<file path="config.mk">
export PLATFORM = sky130hd
export DESIGN_NAME = soc_sram2wb_flat
export DESIGN_NICKNAME = d
export VERILOG_FILES = /design/src/rtl/soc_sram2wb_if.sv /design/src/rtl/soc_sram2wb.sv /design/src/flat_wrapper.sv
export SDC_FILE = /design/constraint.sdc
export NUM_CORES = 1
export LEC_CHECK = 0
export CORE_UTILIZATION = 42
export CTS_BUF_LIST = sky130_fd_sc_hd__clkbuf_8 sky130_fd_sc_hd__clkbuf_16
export DETAILED_ROUTE_END_ITERATION = 8
export PLACE_DENSITY = 0.88
export SETUP_SLACK_MARGIN = 0.3
export SLEW_MARGIN = 30
export SYNTH_ARGS = -nofsm -noshare
export SYNTH_HDL_FRONTEND = slang
export SYNTH_SLANG_ARGS = --single-unit
</file>
<file path="constraint.sdc">
create_clock -name wb_clk_i -period 3.7 [get_ports wb_clk_i]
set_clock_uncertainty 0.15 [all_clocks]
set_input_delay 0.74 -clock wb_clk_i [delete_from_list [all_inputs] [get_ports wb_clk_i]]
set_output_delay 0.74 -clock wb_clk_i [all_outputs]
set_load 0.01 [all_outputs]
</file>
<file path="src/rtl/soc_sram2wb_if.sv">
// soc_sram2wb_if: request-side and Wishbone-side signal bundles for the SRAM-to-Wishbone bridge
interface soc_sram2wb_req_if #(
   parameter int DW = 32,
   parameter int AW = 32,
   parameter int LW = 4
);
   localparam int SW = DW / 8;
   logic          req_valid;
   logic          req_ready;
   logic          req_we;
   logic [AW-1:0] req_addr;
   logic [SW-1:0] req_sel;
   logic [LW-1:0] req_len;
   logic [DW-1:0] wdat;
   logic          wdat_valid;
   logic          wdat_ready;
   logic [DW-1:0] rdat;
   logic          rdat_valid;
   logic          done;
   logic          done_err;
   modport master (
      output req_valid, req_we, req_addr, req_sel, req_len, wdat, wdat_valid,
      input  req_ready, wdat_ready, rdat, rdat_valid, done, done_err
   );
   modport slave (
      input  req_valid, req_we, req_addr, req_sel, req_len, wdat, wdat_valid,
      output req_ready, wdat_ready, rdat, rdat_valid, done, done_err
   );
endinterface

interface soc_sram2wb_wb_if #(
   parameter int DW = 32,
   parameter int AW = 32
);
   localparam int SW = DW / 8;
   logic [AW-1:0] wb_adr_o;
   logic [DW-1:0] wb_dat_o;
   logic [SW-1:0] wb_sel_o;
   logic          wb_we_o;
   logic          wb_cyc_o;
   logic          wb_stb_o;
   logic [2:0]    wb_cti_o;
   logic [1:0]    wb_bte_o;
   logic [DW-1:0] wb_dat_i;
   logic          wb_ack_i;
   logic          wb_err_i;
   logic          wb_rty_i;
   modport master (
      output wb_adr_o, wb_dat_o, wb_sel_o, wb_we_o, wb_cyc_o, wb_stb_o, wb_cti_o, wb_bte_o,
      input  wb_dat_i, wb_ack_i, wb_err_i, wb_rty_i
   );
   modport slave (
      input  wb_adr_o, wb_dat_o, wb_sel_o, wb_we_o, wb_cyc_o, wb_stb_o, wb_cti_o, wb_bte_o,
      output wb_dat_i, wb_ack_i, wb_err_i, wb_rty_i
   );
endinterface

</file>
<file path="src/rtl/soc_sram2wb.sv">
// soc_sram2wb: turns burst requests with a word stream into Wishbone B3 incrementing bursts
module soc_sram2wb #(
   parameter int DW = 32,
   parameter int AW = 32,
   parameter int LW = 4
) (
   input logic                  wb_clk_i,
   input logic                  wb_rst_ni,
   soc_sram2wb_req_if.slave     req,
   soc_sram2wb_wb_if.master     wb
);
   localparam int SW = DW / 8;
   typedef enum logic [1:0] {IDLE, BUS, RETRY, DONE} state_t;
   state_t        state, state_nx;
   logic          we_q;
   logic [SW-1:0] sel_q;
   logic [AW-1:0] adr_q;
   logic [LW-1:0] cnt_q;
   logic          single_q;
   logic          err_q;
   logic [DW-1:0] rdat_q;
   logic          rdat_valid_q;
   logic          stb;
   logic          hit_err;
   logic          hit_rty;
   logic          hit_ack;
   logic          last;
   assign stb     = (state == BUS) & (~we_q | req.wdat_valid);
   assign hit_err = stb & wb.wb_err_i;
   assign hit_rty = stb & wb.wb_rty_i & ~wb.wb_err_i;
   assign hit_ack = stb & wb.wb_ack_i & ~wb.wb_err_i & ~wb.wb_rty_i;
   assign last    = cnt_q == '0;
   // state register; reset aborts any burst in flight
   always_ff @(posedge wb_clk_i or negedge wb_rst_ni) begin
      if (!wb_rst_ni) state <= IDLE;
      else            state <= state_nx;
   end
   // next state: error beats win over retry, retry over ack
   always_comb begin
      state_nx = state;
      case (state)
         IDLE:    state_nx = req.req_valid ? BUS : IDLE;
         BUS:     state_nx = (hit_err || (hit_ack && last)) ? DONE : hit_rty ? RETRY : BUS;
         RETRY:   state_nx = BUS;
         DONE:    state_nx = IDLE;
         default: state_nx = IDLE;
      endcase
   end
   // request capture, beat address/count tracking and registered read return
   always_ff @(posedge wb_clk_i or negedge wb_rst_ni) begin
      if (!wb_rst_ni) begin
         we_q         <= 1'b0;
         sel_q        <= '0;
         adr_q        <= '0;
         cnt_q        <= '0;
         single_q     <= 1'b0;
         err_q        <= 1'b0;
         rdat_q       <= '0;
         rdat_valid_q <= 1'b0;
      end else begin
         rdat_valid_q <= 1'b0;
         if (state == IDLE && req.req_valid) begin
            we_q     <= req.req_we;
            sel_q    <= req.req_sel;
            adr_q    <= req.req_addr & ~AW'(SW - 1);
            cnt_q    <= req.req_len;
            single_q <= req.req_len == '0;
            err_q    <= 1'b0;
         end
         if (hit_err) err_q <= 1'b1;
         if (hit_ack) begin
            adr_q <= adr_q + AW'(SW);
            cnt_q <= cnt_q - LW'(1);
         end
         if (hit_ack && !we_q) begin
            rdat_q       <= wb.wb_dat_i;
            rdat_valid_q <= 1'b1;
         end
      end
   end
   assign req.req_ready  = state == IDLE;
   assign req.wdat_ready = hit_ack & we_q;
   assign req.rdat       = rdat_q;
   assign req.rdat_valid = rdat_valid_q;
   assign req.done       = state == DONE;
   assign req.done_err   = (state == DONE) & err_q;
   assign wb.wb_adr_o    = adr_q;
   assign wb.wb_dat_o    = req.wdat;
   assign wb.wb_sel_o    = sel_q;
   assign wb.wb_we_o     = we_q;
   assign wb.wb_cyc_o    = state == BUS;
   assign wb.wb_stb_o    = stb;
   assign wb.wb_cti_o    = (state != BUS || single_q) ? 3'b000 : last ? 3'b111 : 3'b010;
   assign wb.wb_bte_o    = 2'b00;
endmodule

</file>
<file path="src/flat_wrapper.sv">
// flat-port wrapper written by rule: the top's interface ports become plain ports
module soc_sram2wb_flat 
#(
   parameter int DW = 32,
   parameter int AW = 32,
   parameter int LW = 4
)
  (wb_clk_i, wb_rst_ni, req_req_valid, req_req_we, req_req_addr, req_req_sel, req_req_len, req_wdat, req_wdat_valid, req_req_ready, req_wdat_ready, req_rdat, req_rdat_valid, req_done, req_done_err, wb_wb_adr_o, wb_wb_dat_o, wb_wb_sel_o, wb_wb_we_o, wb_wb_cyc_o, wb_wb_stb_o, wb_wb_cti_o, wb_wb_bte_o, wb_wb_dat_i, wb_wb_ack_i, wb_wb_err_i, wb_wb_rty_i);
  soc_sram2wb_req_if #(.DW(DW), .AW(AW), .LW(LW)) req_i ();
  soc_sram2wb_wb_if #(.DW(DW), .AW(AW)) wb_i ();
  input logic wb_clk_i;
  input logic wb_rst_ni;
  input wire logic [$bits(req_i.req_valid)-1:0] req_req_valid;
  input wire logic [$bits(req_i.req_we)-1:0] req_req_we;
  input wire logic [$bits(req_i.req_addr)-1:0] req_req_addr;
  input wire logic [$bits(req_i.req_sel)-1:0] req_req_sel;
  input wire logic [$bits(req_i.req_len)-1:0] req_req_len;
  input wire logic [$bits(req_i.wdat)-1:0] req_wdat;
  input wire logic [$bits(req_i.wdat_valid)-1:0] req_wdat_valid;
  output wire logic [$bits(req_i.req_ready)-1:0] req_req_ready;
  output wire logic [$bits(req_i.wdat_ready)-1:0] req_wdat_ready;
  output wire logic [$bits(req_i.rdat)-1:0] req_rdat;
  output wire logic [$bits(req_i.rdat_valid)-1:0] req_rdat_valid;
  output wire logic [$bits(req_i.done)-1:0] req_done;
  output wire logic [$bits(req_i.done_err)-1:0] req_done_err;
  output wire logic [$bits(wb_i.wb_adr_o)-1:0] wb_wb_adr_o;
  output wire logic [$bits(wb_i.wb_dat_o)-1:0] wb_wb_dat_o;
  output wire logic [$bits(wb_i.wb_sel_o)-1:0] wb_wb_sel_o;
  output wire logic [$bits(wb_i.wb_we_o)-1:0] wb_wb_we_o;
  output wire logic [$bits(wb_i.wb_cyc_o)-1:0] wb_wb_cyc_o;
  output wire logic [$bits(wb_i.wb_stb_o)-1:0] wb_wb_stb_o;
  output wire logic [$bits(wb_i.wb_cti_o)-1:0] wb_wb_cti_o;
  output wire logic [$bits(wb_i.wb_bte_o)-1:0] wb_wb_bte_o;
  input wire logic [$bits(wb_i.wb_dat_i)-1:0] wb_wb_dat_i;
  input wire logic [$bits(wb_i.wb_ack_i)-1:0] wb_wb_ack_i;
  input wire logic [$bits(wb_i.wb_err_i)-1:0] wb_wb_err_i;
  input wire logic [$bits(wb_i.wb_rty_i)-1:0] wb_wb_rty_i;
  assign req_i.req_valid = req_req_valid;
  assign req_i.req_we = req_req_we;
  assign req_i.req_addr = req_req_addr;
  assign req_i.req_sel = req_req_sel;
  assign req_i.req_len = req_req_len;
  assign req_i.wdat = req_wdat;
  assign req_i.wdat_valid = req_wdat_valid;
  assign req_req_ready = req_i.req_ready;
  assign req_wdat_ready = req_i.wdat_ready;
  assign req_rdat = req_i.rdat;
  assign req_rdat_valid = req_i.rdat_valid;
  assign req_done = req_i.done;
  assign req_done_err = req_i.done_err;
  assign wb_wb_adr_o = wb_i.wb_adr_o;
  assign wb_wb_dat_o = wb_i.wb_dat_o;
  assign wb_wb_sel_o = wb_i.wb_sel_o;
  assign wb_wb_we_o = wb_i.wb_we_o;
  assign wb_wb_cyc_o = wb_i.wb_cyc_o;
  assign wb_wb_stb_o = wb_i.wb_stb_o;
  assign wb_wb_cti_o = wb_i.wb_cti_o;
  assign wb_wb_bte_o = wb_i.wb_bte_o;
  assign wb_i.wb_dat_i = wb_wb_dat_i;
  assign wb_i.wb_ack_i = wb_wb_ack_i;
  assign wb_i.wb_err_i = wb_wb_err_i;
  assign wb_i.wb_rty_i = wb_wb_rty_i;
  soc_sram2wb #(.DW(DW), .AW(AW), .LW(LW)) u_core (.wb_clk_i(wb_clk_i), .wb_rst_ni(wb_rst_ni), .req(req_i), .wb(wb_i));
endmodule
</file>
# Yosys cells after proc, flatten, opt, wreduce, memory -nomap -nowiden
# Cells that the tools add are included.
# Widths: inputs -> output; s select.
[totals]
output_inout_bits = 113
mem_bits_ro = 0
latchBits = 0
n_memories = 0
regBits = 78
elab_cells = 52
ram_bits = 0
[op_classes]
n_reduce_logical = 11
shifts = 0
n_mul = 0
addsub = 2
div = 0
eq_ne = 4
magnitude_cmp = 0
mux = 13
bitwise_logic = 13
[op_table]
columns = ["operator", "n"]
rows = [
  ["$mux 32", 2],
  ["$add 32x3->32 const B", 1],
  ["$and 1x1->1", 9],
  ["$logic_not 4->1", 2],
  ["$mux 4", 2],
  ["$pmux 2 s4", 1],
  ["$mux 3", 2],
  ["$eq 2x2->1 const B", 2],
  ["$mux 1", 4],
  ["$mux 2", 2],
  ["$reduce_bool 2->1", 2],
  ["$sub 4x1->4 const B", 1],
  ["$logic_and 1x1->1", 3],
  ["$not 1->1", 3],
  ["$eq 2x1->1 const B", 1],
  ["$logic_not 2->1", 1],
  ["$logic_or 1x1->1", 2],
  ["$ne 2x1->1 const B", 1],
  ["$logic_not 1->1", 1],
  ["$or 1x1->1", 1],
]

# Longest topological paths before layout
# Gate-level depths: netlist (run 1).
[logic_depth]
depth_word = 10
depth_mapped = 8

# Worst setup path after synthesis (run 1)
# Ideal clock, no wire load.
[synth_timing]
path_type = "input to output"
start = "in wb_wb_err_i"
end = "out req_wdat_ready"
t_arrival_ns = 1.759
slack_ns = 1.051
t_required_ns = 2.810
path_buffers = 2
stages = 5
path_cell_list = "nor3b_1 > and3_1 > clkbuf_1 > clkbuf_1 > and2_1"
[synth_via]
elab_chain_len = 4
[synth_lines]
columns = ["element", "line", "text"]
rows = [
  ["start, declared", "flat_wrapper.sv:36", "input wire logic [$bits(wb_i.wb_err_i)-1:0] wb_wb_err_i;"],
  ["$not 1->1", "soc_sram2wb.sv:31", "assign hit_ack = stb & wb.wb_ack_i & ~wb.wb_err_i & ~wb.wb_rty_i;"],
  ["$and 1x1->1 (2 in a row)", "soc_sram2wb.sv:31", ""],
  ["$and 1x1->1", "soc_sram2wb.sv:82", "assign req.wdat_ready = hit_ack & we_q;"],
  ["end, declared", "flat_wrapper.sv:21", "output wire logic [$bits(req_i.wdat_ready)-1:0] req_wdat_ready;"],
]
# No other way between the ends.

# Worst setup path after layout (run 1)
# Same ends and word-level chain as after synthesis.

==> metrics.md, run 1 <==
| Metric | Value |
|---|---|
| Layout fillers | `a little over 700` |
| Largest net degree at the start of global routing | `77` |
| Kind of critical path | `input pin to output port` |
| Worst reg2reg path depth | `6` |
| First-pass GRT wire length | `~17 mm` |
| Most common cell in the netlist | `dfrtp_1` |
| Synth Register Bits | `76` |
| Setup Buffers After CTS | `0` |
| Multi-input logic area | `~1700 sq um` |
| CTS Buf Count | `9` |
| Worst Slack Setup Final | `about 440 ps` |
| Port Buffer Count | `around 150` |
| Post-synth top cells | `dfrtp_1, nand2_1, buf_4` |
| Core ar. | `8890 sq um` |
| Initial Util | `44.3%` |
| Final core utilization | `a little over three fifths` |
| Die H | `98.9 um` |
| Main synth FF type | `dfrtp_1` |
| Layout area overhead | `41.5%` |
| CTS tree | `yes` |
| Critical path arrival | `2370 ps` |
| Vias per cell | `~5.6` |
| Max cap viols | `0` |
| Register area | `1900 sq um` |
| Crit end category | `output port` |
| Measured slew at the worst slew-check pin | `698 ps` |
| Syn Inst Count | `about 400` |
| Initial antenna violation count | `0` |
| FP Rows | `34` |
| Cell Area, Synth | `3940 sq um` |
| GP Congestion | `roughly 0.86` |
| Unrepaired setup endpoints after global routing | `no` |
| CTS H-tree depth | `3` |
| Gr usage total | `a little under a quarter` |
| CTS Buffer Depth | `2` |
| Critical Path End | `req_wdat_ready` |
| Avg Cell Area, Syn | `10.1 sq um` |
| # hold bufs at CTS | `0` |
| Largest area contributor in the netlist | `dfrtp_1` |
| Fmax | `307 MHz` |
| Crit-path max FO | `4` |
| Global route total overflow | `0` |
| Setup Slack @ Placement | `between 300 and 400 ps` |
| Cell Chain, Critical Path | `clkdlybuf4s50_1, nor3b_1, and3_1, and2_1, clkdlybuf4s50_1` |
| Crit path time final | `3260 ps` |
| Crit path top cell by count | `clkdlybuf4s50_1` |
| Fraction of layout instances using a drive strength above 1 | `7.56%` |
| Clock Sinks | `76` |
| Post-synth EDFFs | `0` |
| Fin nets | `626` |
| LEAKAGE | `approximately 2.3 nW` |
| Drt drc | `0` |
| DRT Pass-1 Iters | `4` |
| Tightest Hold Check Type | `input pin to async pin` |
| Vias in the first global route | `3432` |
| Fin. Hold Viols | `0` |
| FF-to-FF setup slack | `roughly 1200 ps` |
| Tot Pwr | `~4.3 mW` |
| Clock slew at reported path FFs | `90 ps` |
| Post-synth ARST share | `100%` |
| Peak VDD IR | `between 0.3 and 0.4 mV` |
| Critical path's slowest cell | `clkdlybuf4s50_1` |
| Root buffer cell | `clkbuf_8` |
| Sequential area share after synthesis | `between 40% and 50%` |
| Outcome | `completed` |
| Die area | `9780 sq um` |
| PD cells | `approximately 770 nW/um^2` |
| Detailed Route Iter0 Violations | `roughly 140` |
| Final period util | `about nine tenths` |
| Skew-Pair Late Insertion Delay | `around 350 ps` |
| Largest cells by area after synthesis | `dfrtp_1, mux2_1, buf_4, nand2_1, nor2_1` |
| Ant diodes | `0` |
| DIE WIDTH | `slightly below 100 um` |
| FF-to-FF Start | `u_core.state[1]$_DFF_PN0_` |
| WP data required | `between 2000 and 3000 ps` |
| Drt wl/cell | `around 18 um` |
| Max-slew headroom | `a little over half` |
| TNS Setup | `0 ps` |
| Yosys cell types | `54` |
| Top-Level Pins | `roughly 230` |
| DP HPWL | `about 8.1 mm` |
| Post_cts resized | `0` |
| Startpoint types | `input pin` |
| Final number of max-transition violations | `0` |
| R2r endpoint | `u_core.wb.wb_adr_o[11]$_DFFE_PN0P_` |
| Final WL | `between 10 and 15 mm` |
| Vias | `about 3500` |
| Crit. Startpoint | `wb_wb_err_i` |
| Synth top area share | `48.3%` |
| Yosys warns | `0` |
| Post-DRT Antenna Nets | `0` |
| Max incr delay on CP | `between 500 and 600 ps` |
| Final setup viols | `0` |
## stage by stage
step           area, sq um  std cells  hold slack [ps]
2_1_floorplan         3950        393              294
3_3_place_gp          5330        608              315
3_5_place_dp          5330        608              316
4_1_cts               5570        624              341
5_1_grt               5580        624              311
6_report              5580        624              260
## power by group
group / switching, mW / internal (mW)
Sequential: 0.376 / 1.22
Combinational: 0.837 / 1.08
Clock: 0.313 / 0.447
## how the worst min path moves through the flow
stage                                         to  slack (ps)  depth (start not counted)
2_1_floorplan        u_core.cnt_q[0]$_DFFE_PN0P_         290                          0
3_3_place_gp   u_core.wb.wb_sel_o[1]$_DFFE_PN0P_         310                          2
3_5_place_dp   u_core.wb.wb_sel_o[2]$_DFFE_PN0P_         320                          2
4_1_cts           u_core.req.rdat[2]$_DFFE_PN0P_         340                          1
5_1_grt          u_core.req.rdat[19]$_DFFE_PN0P_         310                          1
6_report         u_core.req.rdat[19]$_DFFE_PN0P_         260                          1
## cell usage in the layout, fill, tap and decap left out, types with 4 or more instances in the layout
cell type,Yosys,routed
a211oi_1,6,6
a21oi_1,9,9
a311oi_1,5,5
a31oi_1,5,5
and2_1,4,4
and3_1,10,10
buf_4,37,7
clkbuf_8,0,9
clkdlybuf4s50_1,0,153
conb_1,1,4
dfrtp_1,76,76
inv_1,8,9
mux2_1,29,29
nand2_1,45,45
nand3_1,14,14
nand4_1,9,9
nor2_1,26,26
nor3_1,12,12
o211ai_1,4,4
o21ai_0,13,13
## flip-flops by register name, indices dropped and copies added, names as in the netlist
register and count:
u_core.req.rdat 32, u_core.wb.wb_adr_o 30, u_core.cnt_q 4, u_core.wb.wb_sel_o 4, u_core.state 2, u_core.err_q 1
u_core.req.rdat_valid 1, u_core.single_q 1, u_core.wb.wb_we_o 1
## logic make-up (layout without fill, tap and decap cells)
kind of cell | count (synthesis) | count (layout) | share of synthesized area, %
and+or+nand+nor | 146 | 146 | 19.6
DFF | 76 | 76 | 48.3
AOI/OAI and AO/OA | 68 | 68 | 11.9
buffers and inverters | 63 | 186 | 9.75
muxes | 33 | 33 | 9.40
adders and majority gates | 3 | 3 | 0.952
other | 1 | 4 | 0.0951
## layout make-up
| cell class | count | area share, % |
|---|---|---|
| sequential | 76 | 34.1 |
| multi-input combinational | 254 | 30.0 |
| timing repair buffer | 161 | 28.6 |
| tap | 108 | 2.42 |
| clock buffer | 9 | 2.22 |
| clock inverter | 7 | 2.09 |
| inverter | 9 | 0.606 |
## worst max-delay path, delay by kind of cell
family                 cells  cell delay (ps)
buffers and inverters      2             1000
AND/OR/NAND/NOR            3              630
## per-layer routing
layer	vias to the layer above	routed length [um]	GRT usage (%)	part of all wire [%]
met2	160	5510	39.1	50
met4	0	231	7.69	2.1
met5	-	0	0	0
li1	1617	-	-	-
met1	1668	4500	27.5	41
met3	20	793	5.67	7.2
No activity file was read; power rests on OpenSTA's default activity.
==> run 2: changes to the inputs <==
--- a/config.mk
+++ b/config.mk
@@ -5,9 +5,11 @@
 export SDC_FILE = /design/constraint.sdc
 export NUM_CORES = 1
 export LEC_CHECK = 0
+export CAP_MARGIN = 20
 export CORE_UTILIZATION = 42
 export CTS_BUF_LIST = sky130_fd_sc_hd__clkbuf_8 sky130_fd_sc_hd__clkbuf_16
 export DETAILED_ROUTE_END_ITERATION = 8
+export MAX_ROUTING_LAYER = met4
 export PLACE_DENSITY = 0.88
 export SETUP_SLACK_MARGIN = 0.3
 export SLEW_MARGIN = 30
==> run 2 against run 1 <==
Compared with the run above:
- fmax up 0.27%
- non-clock buffer count is 1 lower
- combinational power about the same
- final area fell by 0.99%
- worst setup slack gained 8.8 ps
- worst hold slack better by 9.6 ps
- global-route usage increased by 1.1 points
- critical path depth unchanged
- critical path type unchanged
- sequential power barely moved
- critical endpoint unchanged
- clock power fell by 17%
- core utilization shrank 0.62 points
- count of clock-buffer cells in the layout did not move
==> metrics.md, run 2 (synthesis results as in run 1) <==
| Metric | Value |
|---|---|
| DRT Pass-1 Iters | `5` |
| CTS Buffer Depth | `2` |
| Final period util | `between 80% and 90%` |
| Cell area after layout | `around 5500 sq um` |
| Post_cts resized | `0` |
| Die H | `around 99 um` |
| First-pass GRT wire length | `17.4 mm` |
| Crit-path max FO | `4` |
| DIE WIDTH | `slightly below 100 um` |
| Layout area overhead | `40.1%` |
| DP HPWL | `8.12 mm` |
| Die area | `just under 10000 sq um` |
| Fin. Hold Viols | `0` |
| Outcome | `completed` |
| Setup Buffers After CTS | `0` |
| Fin nets | `between 600 and 700` |
| Top-Level Pins | `about 230` |
| Max-slew headroom | `a little over half` |
| Peak VDD IR | `between 0.3 and 0.4 mV` |
| Initial Util | `between 40% and 50%` |
| Final setup viols | `0` |
| Max cap viols | `0` |
| GP Congestion | `around 0.86` |
| Sw power | `between 1.5 and 2 mW` |
| Final number of max-transition violations | `0` |
| Crit path time final | `3250 ps` |
| Fmax | `just over 300 MHz` |
| WP data required | `approximately 2800 ps` |
| # hold bufs at CTS | `0` |
| CTS Buf Count | `9` |
| Max reg flops | `32` |
| Detailed Route Iter0 Violations | `120` |
| PD cells | `752 nW/um^2` |
| Drt wl/cell | `~18 um` |
| Port Buffer Count | `around 150` |
| Fraction of layout instances using a drive strength above 1 | `~7.4%` |
| Kind of critical path | `input pin to output port` |
| Critical path arrival | `roughly 2400 ps` |
| FP Rows | `34` |
| FF-to-FF Start | `u_core.wb.wb_adr_o[2]$_DFFE_PN0P_` |
| Sw Share | `a little under two fifths` |
| Vias in the first global route | `between 3000 and 4000` |
| Final WL | `~11 mm` |
| Flop pwr share | `38.7%` |
| Root buffer cell | `clkbuf_8` |
| R2r endpoint | `u_core.wb.wb_adr_o[22]$_DFFE_PN0P_` |
| Clock slew at reported path FFs | `90 ps` |
| Measured slew at the worst slew-check pin | `689 ps` |
| Clock share of power | `approximately 15%` |
| LEAKAGE | `roughly 2.3 nW` |
| Commonest non-fill, non-tap cells in the layout | `clkdlybuf4s50_1, dfrtp_1, nand2_1, mux2_1, nor2_1` |
| Gate power share | `46.2%` |
| Skew-Pair Late Insertion Delay | `roughly 340 ps` |
| Layout fillers | `723` |
| Commonest non-fill, non-tap cell in the layout | `clkdlybuf4s50_1` |
| Initial antenna violation count | `0` |
| Post-DRT Antenna Nets | `0` |
| Global route total overflow | `0` |
| Clock Sinks | `76` |
| Ant diodes | `0` |
| CTS tree | `yes` |
| Core ar. | `8890 sq um` |
| Unrepaired setup endpoints after global routing | `no` |
| Tightest Hold Check Type | `input pin to async pin` |
| Startpoint types | `input pin` |
| Worst reg2reg path depth | `6` |
| TNS Setup | `0 ps` |
| Vias per cell | `about 5.6` |
| Vias | `approximately 3500` |
| Crit end category | `output port` |
| CTS H-tree depth | `3` |
| Internal power | `2.61 mW` |
| Cell Area, Placed | `5330 sq um` |
| FF-to-FF setup slack | `around 1400 ps` |
| Gr usage total | `between 20% and 30%` |
| Drt drc | `0` |
| Largest net degree at the start of global routing | `77` |
[run 2: cell types whose count changed in the layout (fill, tap and decap cells not counted)]
cell,delta
bufinv_16,-2
buf_4,-1
clkinv_2,+1
clkinvlp_4,+1
[run 2: area by class of cell]
class / count / area, sq um / area share, %
Sequential cell: 76 / 1900 / 34.4
Multi-Input combinational cell: 254 / 1670 / 30.3
Timing Repair Buffer: 160 / 1590 / 28.7
Tap cell: 108 / 135 / 2.45
Clock buffer: 9 / 124 / 2.24
Clock inverter: 7 / 68.8 / 1.25
Inverter: 9 / 33.8 / 0.612
[run 2: through the flow]
step / setup WS, ps / utilization [%] / hold WS, ps / instances / power [mW]
3_5_place_dp: 466 / 59.9 / 321 / 607 / 3.54
3_3_place_gp: 504 / 59.9 / 313 / 607 / 3.44
4_1_cts: 452 / 62.1 / 342 / 623 / 4.18
6_report: 450 / 62.1 / 270 / 623 / 4.15
2_1_floorplan: 1050 / - / 294 / 393 / 2.43
5_1_grt: 383 / 62.1 / 321 / 623 / 4.42
[run 2: worst max-delay path by stage]
stage | endpoint | cells past startpoint | from | slack (ps)
after floorplan | req_wdat_ready | 5 | wb_wb_err_i | 1050
after global placement | req_wdat_ready | 5 | wb_wb_err_i | 500
after detailed placement | req_wdat_ready | 5 | wb_wb_err_i | 470
after CTS | req_wdat_ready | 5 | wb_wb_err_i | 450
after global routing | req_wdat_ready | 5 | wb_wb_err_i | 380
final | req_wdat_ready | 5 | wb_wb_err_i | 450
[run 2: worst max-delay path, cell delays in order]
cell             delay [ps]
clkdlybuf4s50_1         480
nor3b_1                 280
and3_1                  220
and2_1                  130
clkdlybuf4s50_1         520
[run 2: routing by layer]
layer	wire, um	GRT usage, %	vias to the layer above
li1	-	-	1620
met5	0	-	-
met3	706	4.68	19
met2	5620	40.2	165
met4	237	9.07	0
met1	4610	27.7	1708
[run 2: power by group through the flow]
stage	registers, mW	clock network, mW	logic (mW)
CTS	1.60	0.643	1.93
global route	1.67	0.686	2.06
detailed placement	1.61	0	1.93
finish	1.60	0.631	1.92
global placement	1.57	0	1.87
floorplan	1.70	0	0.734
==> variant 1 (flow settings as in run 2) <==
`AW` is set to 32 in 4 places; all go to 48.
--- a/src/rtl/soc_sram2wb_if.sv
+++ b/src/rtl/soc_sram2wb_if.sv
@@ -1,7 +1,7 @@
 // soc_sram2wb_if: request-side and Wishbone-side signal bundles for the SRAM-to-Wishbone bridge
 interface soc_sram2wb_req_if #(
    parameter int DW = 32,
-   parameter int AW = 32,
+   parameter int AW = 48,
    parameter int LW = 4
 );
    localparam int SW = DW / 8;
@@ -30,7 +30,7 @@
 
 interface soc_sram2wb_wb_if #(
    parameter int DW = 32,
-   parameter int AW = 32
+   parameter int AW = 48
 );
    localparam int SW = DW / 8;
    logic [AW-1:0] wb_adr_o;
--- a/src/rtl/soc_sram2wb.sv
+++ b/src/rtl/soc_sram2wb.sv
@@ -1,7 +1,7 @@
 // soc_sram2wb: turns burst requests with a word stream into Wishbone B3 incrementing bursts
 module soc_sram2wb #(
    parameter int DW = 32,
-   parameter int AW = 32,
+   parameter int AW = 48,
    parameter int LW = 4
 ) (
    input logic                  wb_clk_i,
--- a/src/flat_wrapper.sv
+++ b/src/flat_wrapper.sv
@@ -2,7 +2,7 @@
 module soc_sram2wb_flat 
 #(
    parameter int DW = 32,
-   parameter int AW = 32,
+   parameter int AW = 48,
    parameter int LW = 4
 )
   (wb_clk_i, wb_rst_ni, req_req_valid, req_req_we, req_req_addr, req_req_sel, req_req_len, req_wdat, req_wdat_valid, req_req_ready, req_wdat_ready, req_rdat, req_rdat_valid, req_done, req_done_err, wb_wb_adr_o, wb_wb_dat_o, wb_wb_sel_o, wb_wb_we_o, wb_wb_cyc_o, wb_wb_stb_o, wb_wb_cti_o, wb_wb_bte_o, wb_wb_dat_i, wb_wb_ack_i, wb_wb_err_i, wb_wb_rty_i);
Ports: changed (resized req_req_addr and wb_wb_adr_o); port bits go from 225 to 257. No check against the original RTL was run, so the function may have changed too.
==> variant 1 against run 2 <==
- register-to-register slack got worse by 0.39 ns
- utilization decreased by 0.39 points
- routed wire length increased by 39%
- synthesized cell count increased by 33%
- critical path depth unchanged
- power increased by 30%
- sequential cell count increased by 16
- synthesized area increased by 27%
- count of clock-buffer cells in the layout increased by 2
- the flow now finishes with violations (DRC)
- cell area increased by 29%
- worst setup slack improved by 0.052 ns
==> variant 1: results (changes against run 2) <==
DR WL met2 = 7.71 mm (+37%)
Yosys cell types = 50 (-7.4%)
drt initial violations = 357 (+200%)
root buffer cell = clkbuf_16
crit-path max FO = 3 (-1)
post-synthesis sequential area ratio = 0.459 (-0.0233)
met3 Use GR = 0.0552 (+0.00841)
Critical R2R Capture = u_core.wb.wb_adr_o[35]$_DFFE_PN0P_
worst r2r path cells = 5 (-1)
vias per cell = 5.99 (+6.3%)
HPWL Detailed = 11.2 mm (+37%)
IO Port Bufs = 186 (+21%)
Compound-Gate Fraction of Synth Area = 0.138 (+0.0181)
status = finished, violations left
Tot GR Track Use = 0.260 (+0.0231)
Commonest cells post-synth = dfrtp_1, nand2_1, buf_4, nand3_1, mux2_2
actual slew at the worst max-slew pin = 0.886 ns (+0.197 ns)
Synth Area in Adders = 0.00749 (-0.00204)
drt total wl = 15.5 mm (+39%)
total CTS buffers = 9 (unchanged)
WL met1 = 6.01 mm (+30%)
multiplexer share of the synthesized area = 0.0739 (-0.0201)
Mean Syn Cell Area = 9.64 um^2 (-4.6%)
clk slew on worst S/H paths = 0.07 ns (-0.02 ns)
max incr delay on CP = 0.50 ns (-0.02 ns)
Setup crit start = wb_wb_ack_i
First-pass DRT Iterations = 7 (+2)
reg2reg start = u_core.wb.wb_adr_o[9]$_DFFE_PN0P_
hold_ws = 0.323 ns (+0.0529 ns)
Placer Congestion = 0.885 (+3.4%)
period utilisation layout = 0.864 (-0.0141)
grt met1 use = 0.303 (+0.0264)
largest net degree at the start of global routing = 93 (+21%)
DR vias = 4882 (+39%)
FILL cells = 956 (+32%)
max reg flops = 46 (+44%)
# placed instances = 799 (+32%)
Peak VDD IR = 0.347 mV (about the same)
first-pass GRT wire length = 24.8 mm (+42%)
post-CTS setup buffer count = 0 (unchanged)
Crit path arrival time = 2.31 ns (-0.05 ns)
DP Area = 0.00680 mm^2 (+28%)
clk buf depth = 2 (unchanged)
Lkg Pwr = 2.80 nW (+23%)
Post-CTS Resized = 1 (+1)
met3 WL post-DR = 1.37 mm (+94%)
synth top area cells = dfrtp_1, mux2_2, buf_4, nand2_1, nand3_1
XOR/XNOR Fraction of Synth Area = 0.00175 (+0.00175)
DRC = 40 (+40)
failing checks = DRC
Slowest cell on crit path = or3b_2
grt met2 use = 0.427 (+0.0253)
Reg2Reg Setup Slack = 1.04 ns (-0.39 ns)
share of layout cells above drive strength 1 = 0.107 (+0.0334)
Setup WS pre-CTS = 0.230 ns (-0.236 ns)
vias in the first global route = 4749 (+39%)
[variant 1: changes by cell type after synthesis, sizes merged, moves of 7 or more]
cell / before / now
or4: 2 / 11
nand3: 16 / 37
o211ai: 4 / 20
dfrtp: 76 / 92
nand4: 9 / 23
o22ai: 3 / 10
clkbuf: 9 / 19
nand2: 45 / 55
[variant 1: where the power goes]
part           leakage, nW  internal [mW]  switching (mW)
clock network        0.140          0.561           0.393
logic                 1.55           1.36            1.03
registers             1.11           1.48           0.565
total                 2.80           3.40            1.99
[variant 1: critical path, delay by kind of cell]
family,cells,cell delay (ns)
buffers and inverters,2,0.78
and+or+nand+nor,3,0.78
[variant 1: cell type report]
cell class | instances | area (um^2) | area share
clock inverter | 5 | 60.1 | 0.00845
timing repair buffer | 197 | 1970 | 0.277
inverter | 10 | 37.5 | 0.00528
multi-input combinational | 357 | 2310 | 0.325
tap | 143 | 179 | 0.0252
sequential | 92 | 2300 | 0.324
clock buffer | 11 | 253 | 0.0356
==> variant 2 (config.mk and constraints of run 2) <==
Without the edit above. Re-encode `state_t` (4 states) as one-hot, 4 bits wide.
--- a/src/rtl/soc_sram2wb.sv
+++ b/src/rtl/soc_sram2wb.sv
@@ -10,7 +10,7 @@
    soc_sram2wb_wb_if.master     wb
 );
    localparam int SW = DW / 8;
-   typedef enum logic [1:0] {IDLE, BUS, RETRY, DONE} state_t;
+   typedef enum logic [3:0] {IDLE = 4'b0001, BUS = 4'b0010, RETRY = 4'b0100, DONE = 4'b1000} state_t;
    state_t        state, state_nx;
    logic          we_q;
    logic [SW-1:0] sel_q;
Check against the original RTL: no difference found for any inputs over 10 cycles, from zero or initial values and one cycle with wb_rst_ni low; not proved beyond that.
==> variant 2 against run 2 <==
- sequential cell count rose by 2
- worst setup slack got worse by 0.075 ns
- routed wire length fell by 1.6%
- register-to-register slack got worse by 0.42 ns
- hold slack got worse by 0.00053 ns
- cell area rose by 1.6%
- synthesized area rose by 1.6%
- power fell by 5.7%
==> variant 2: results (changes against run 2) <==
Commonest cells post-synth = nand2_1, dfrtp_1, buf_4
Slowest cell on crit path = clkdlybuf4s50_1
status = finished clean
drt initial violations = 97 (-19%)
delay-heaviest family, CP = buffers and inverters
max incr delay on CP = 0.53 ns
initial antenna violation count = 0 (unchanged)
post-synthesis sequential area ratio = 0.488 (+0.00543)
DP Area = 0.00540 mm^2 (+1.3%)
Placer Congestion = 0.808 (-5.6%)
Max-Cap Viols = 0 (unchanged)
Lkg Pwr = 2.44 nW (+7.2%)
routed length per instance = 15.5 um (-14%)
IO Port Bufs = 154 (unchanged)
reg2reg start = u_core.state[2]$_DFF_PN0_
first-pass GRT wire length = 17.7 mm (+1.9%)
Routed Antenna Nets = 0 (unchanged)
worst r2r path cells = 6 (unchanged)
root buffer cell = clkbuf_8
top-count cell post-synth = nand2_1
Reg2Reg Setup Slack = 1.01 ns (-0.42 ns)
FILL cells = 798 (+10%)
DR vias = 3783 (+7.7%)
Int Pwr = 2.47 mW (-5.3%)
First-pass DRT Iterations = 5 (unchanged)
ys async rst share = 1.00 (unchanged)
hold_ws = 0.269 ns (-0.000532 ns)
clk buf depth = 2 (unchanged)
max reg flops = 32 (unchanged)
Peak VDD IR = 0.307 mV (-12%)
Most used DFF post-synth = dfrtp_1
clk slew on worst S/H paths = 0.09 ns (about the same)
Worst-Skew Late Latency = 0.33 ns
Crit path arrival time = 2.43 ns (+0.07 ns)
total CTS buffers = 9 (unchanged)
Ys Warns = 0 (unchanged)
vias in the first global route = 3653 (+6.6%)
synth top area cells = dfrtp_1, nand2_1, buf_4, nand3_1, nor2_1
crit-path max FO = 4 (unchanged)
Tot GR Track Use = 0.231 (-0.00564)
Yosys cell types = 55 (+1.9%)
Sequential Area = 0.00195 mm^2 (+2.7%)
share of layout cells above drive strength 1 = 0.0567 (-0.0171)
Critical R2R Capture = u_core.cnt_q[3]$_DFFE_PN0P_
H-tree depth = 3 (unchanged)
largest net degree at the start of global routing = 79 (+2.6%)
HPWL Detailed = 8.03 mm (-1.1%)
slew margin rel. = 0.403 (-0.138)
Final Net Count = 692 (+11%)
variant 2: cell types whose count changed in the layout (fill, tap and decap cells not counted), sizes merged, moves of 5 or more:
cell,change
and3,-5
mux2,-32
nand2,+97
nand3,+7
o211ai,+5
o21ai,-8
variant 2: logic make-up (layout without fill, tap and decap cells):
kind of cell / Yosys count / in the layout / share of synthesized area
fa+ha+maj: 3 / 3 / 0.00938
xor+xnor: 2 / 2 / 0.00438
buf+inv: 65 / 185 / 0.0988
simple gates: 244 / 244 / 0.278
other cells: 1 / 4 / 0.000937
compound gates: 65 / 65 / 0.118
mux: 1 / 1 / 0.00250
flops: 78 / 78 / 0.488
variant 2: final cells by class:
type / count / share of cell area
clock buffer: 10 / 0.0245
clock inverter: 6 / 0.0123
inverter: 9 / 0.00602
multi-input combinational: 319 / 0.297
sequential: 78 / 0.348
tap: 129 / 0.0288
timing repair buffer: 160 / 0.283
variant 2: repair_timing:
| action | in CTS | in global routing |
|---|---|---|
| setup buffers | 0 | 0 |
| gates resized for setup | 1 | 0 |
| setup endpoints to repair | 1 | 0 |
variant 2: worst max path at each step:
stage | start | endpoint | cells past startpoint
after floorplan | wb_wb_rty_i | req_wdat_ready | 4
after global placement | wb_wb_ack_i | req_wdat_ready | 5
after detailed placement | wb_wb_ack_i | req_wdat_ready | 5
after CTS | wb_wb_ack_i | req_wdat_ready | 5
after global routing | wb_wb_ack_i | req_wdat_ready | 5
final | wb_wb_err_i | req_wdat_ready | 5
variant 2: routing by layer:
| layer | up-vias | global-route usage | share of wire |
|---|---|---|---|
| li1 | 1780 | - | - |
| met1 | 1789 | 0.295 | 0.44 |
| met2 | 195 | 0.371 | 0.47 |
| met3 | 19 | 0.0478 | 0.078 |
| met4 | 0 | 0.0701 | 0.014 |
| met5 | - | - | 0 |
variant 2: power groups by stage:
| stage | clock network, mW | registers [mW] | logic (mW) |
|---|---|---|---|
| floorplan | 0 | 1.64 | 0.668 |
| global placement | 0 | 1.53 | 1.67 |
| global route | 0.719 | 1.60 | 1.86 |
| detailed placement | 0 | 1.55 | 1.72 |
| finish | 0.656 | 1.54 | 1.71 |
| CTS | 0.675 | 1.54 | 1.73 |
variant 2: stage by stage:
| step | cells | setup WS (ns) | total power, mW |
|---|---|---|---|
| after floorplan | 462 | 0.873 | 2.30 |
| after global placement | 695 | 0.292 | 3.19 |
| after detailed placement | 695 | 0.270 | 3.28 |
| after CTS | 711 | 0.367 | 3.94 |
| after global routing | 711 | 0.327 | 4.19 |
| final | 711 | 0.375 | 3.92 |
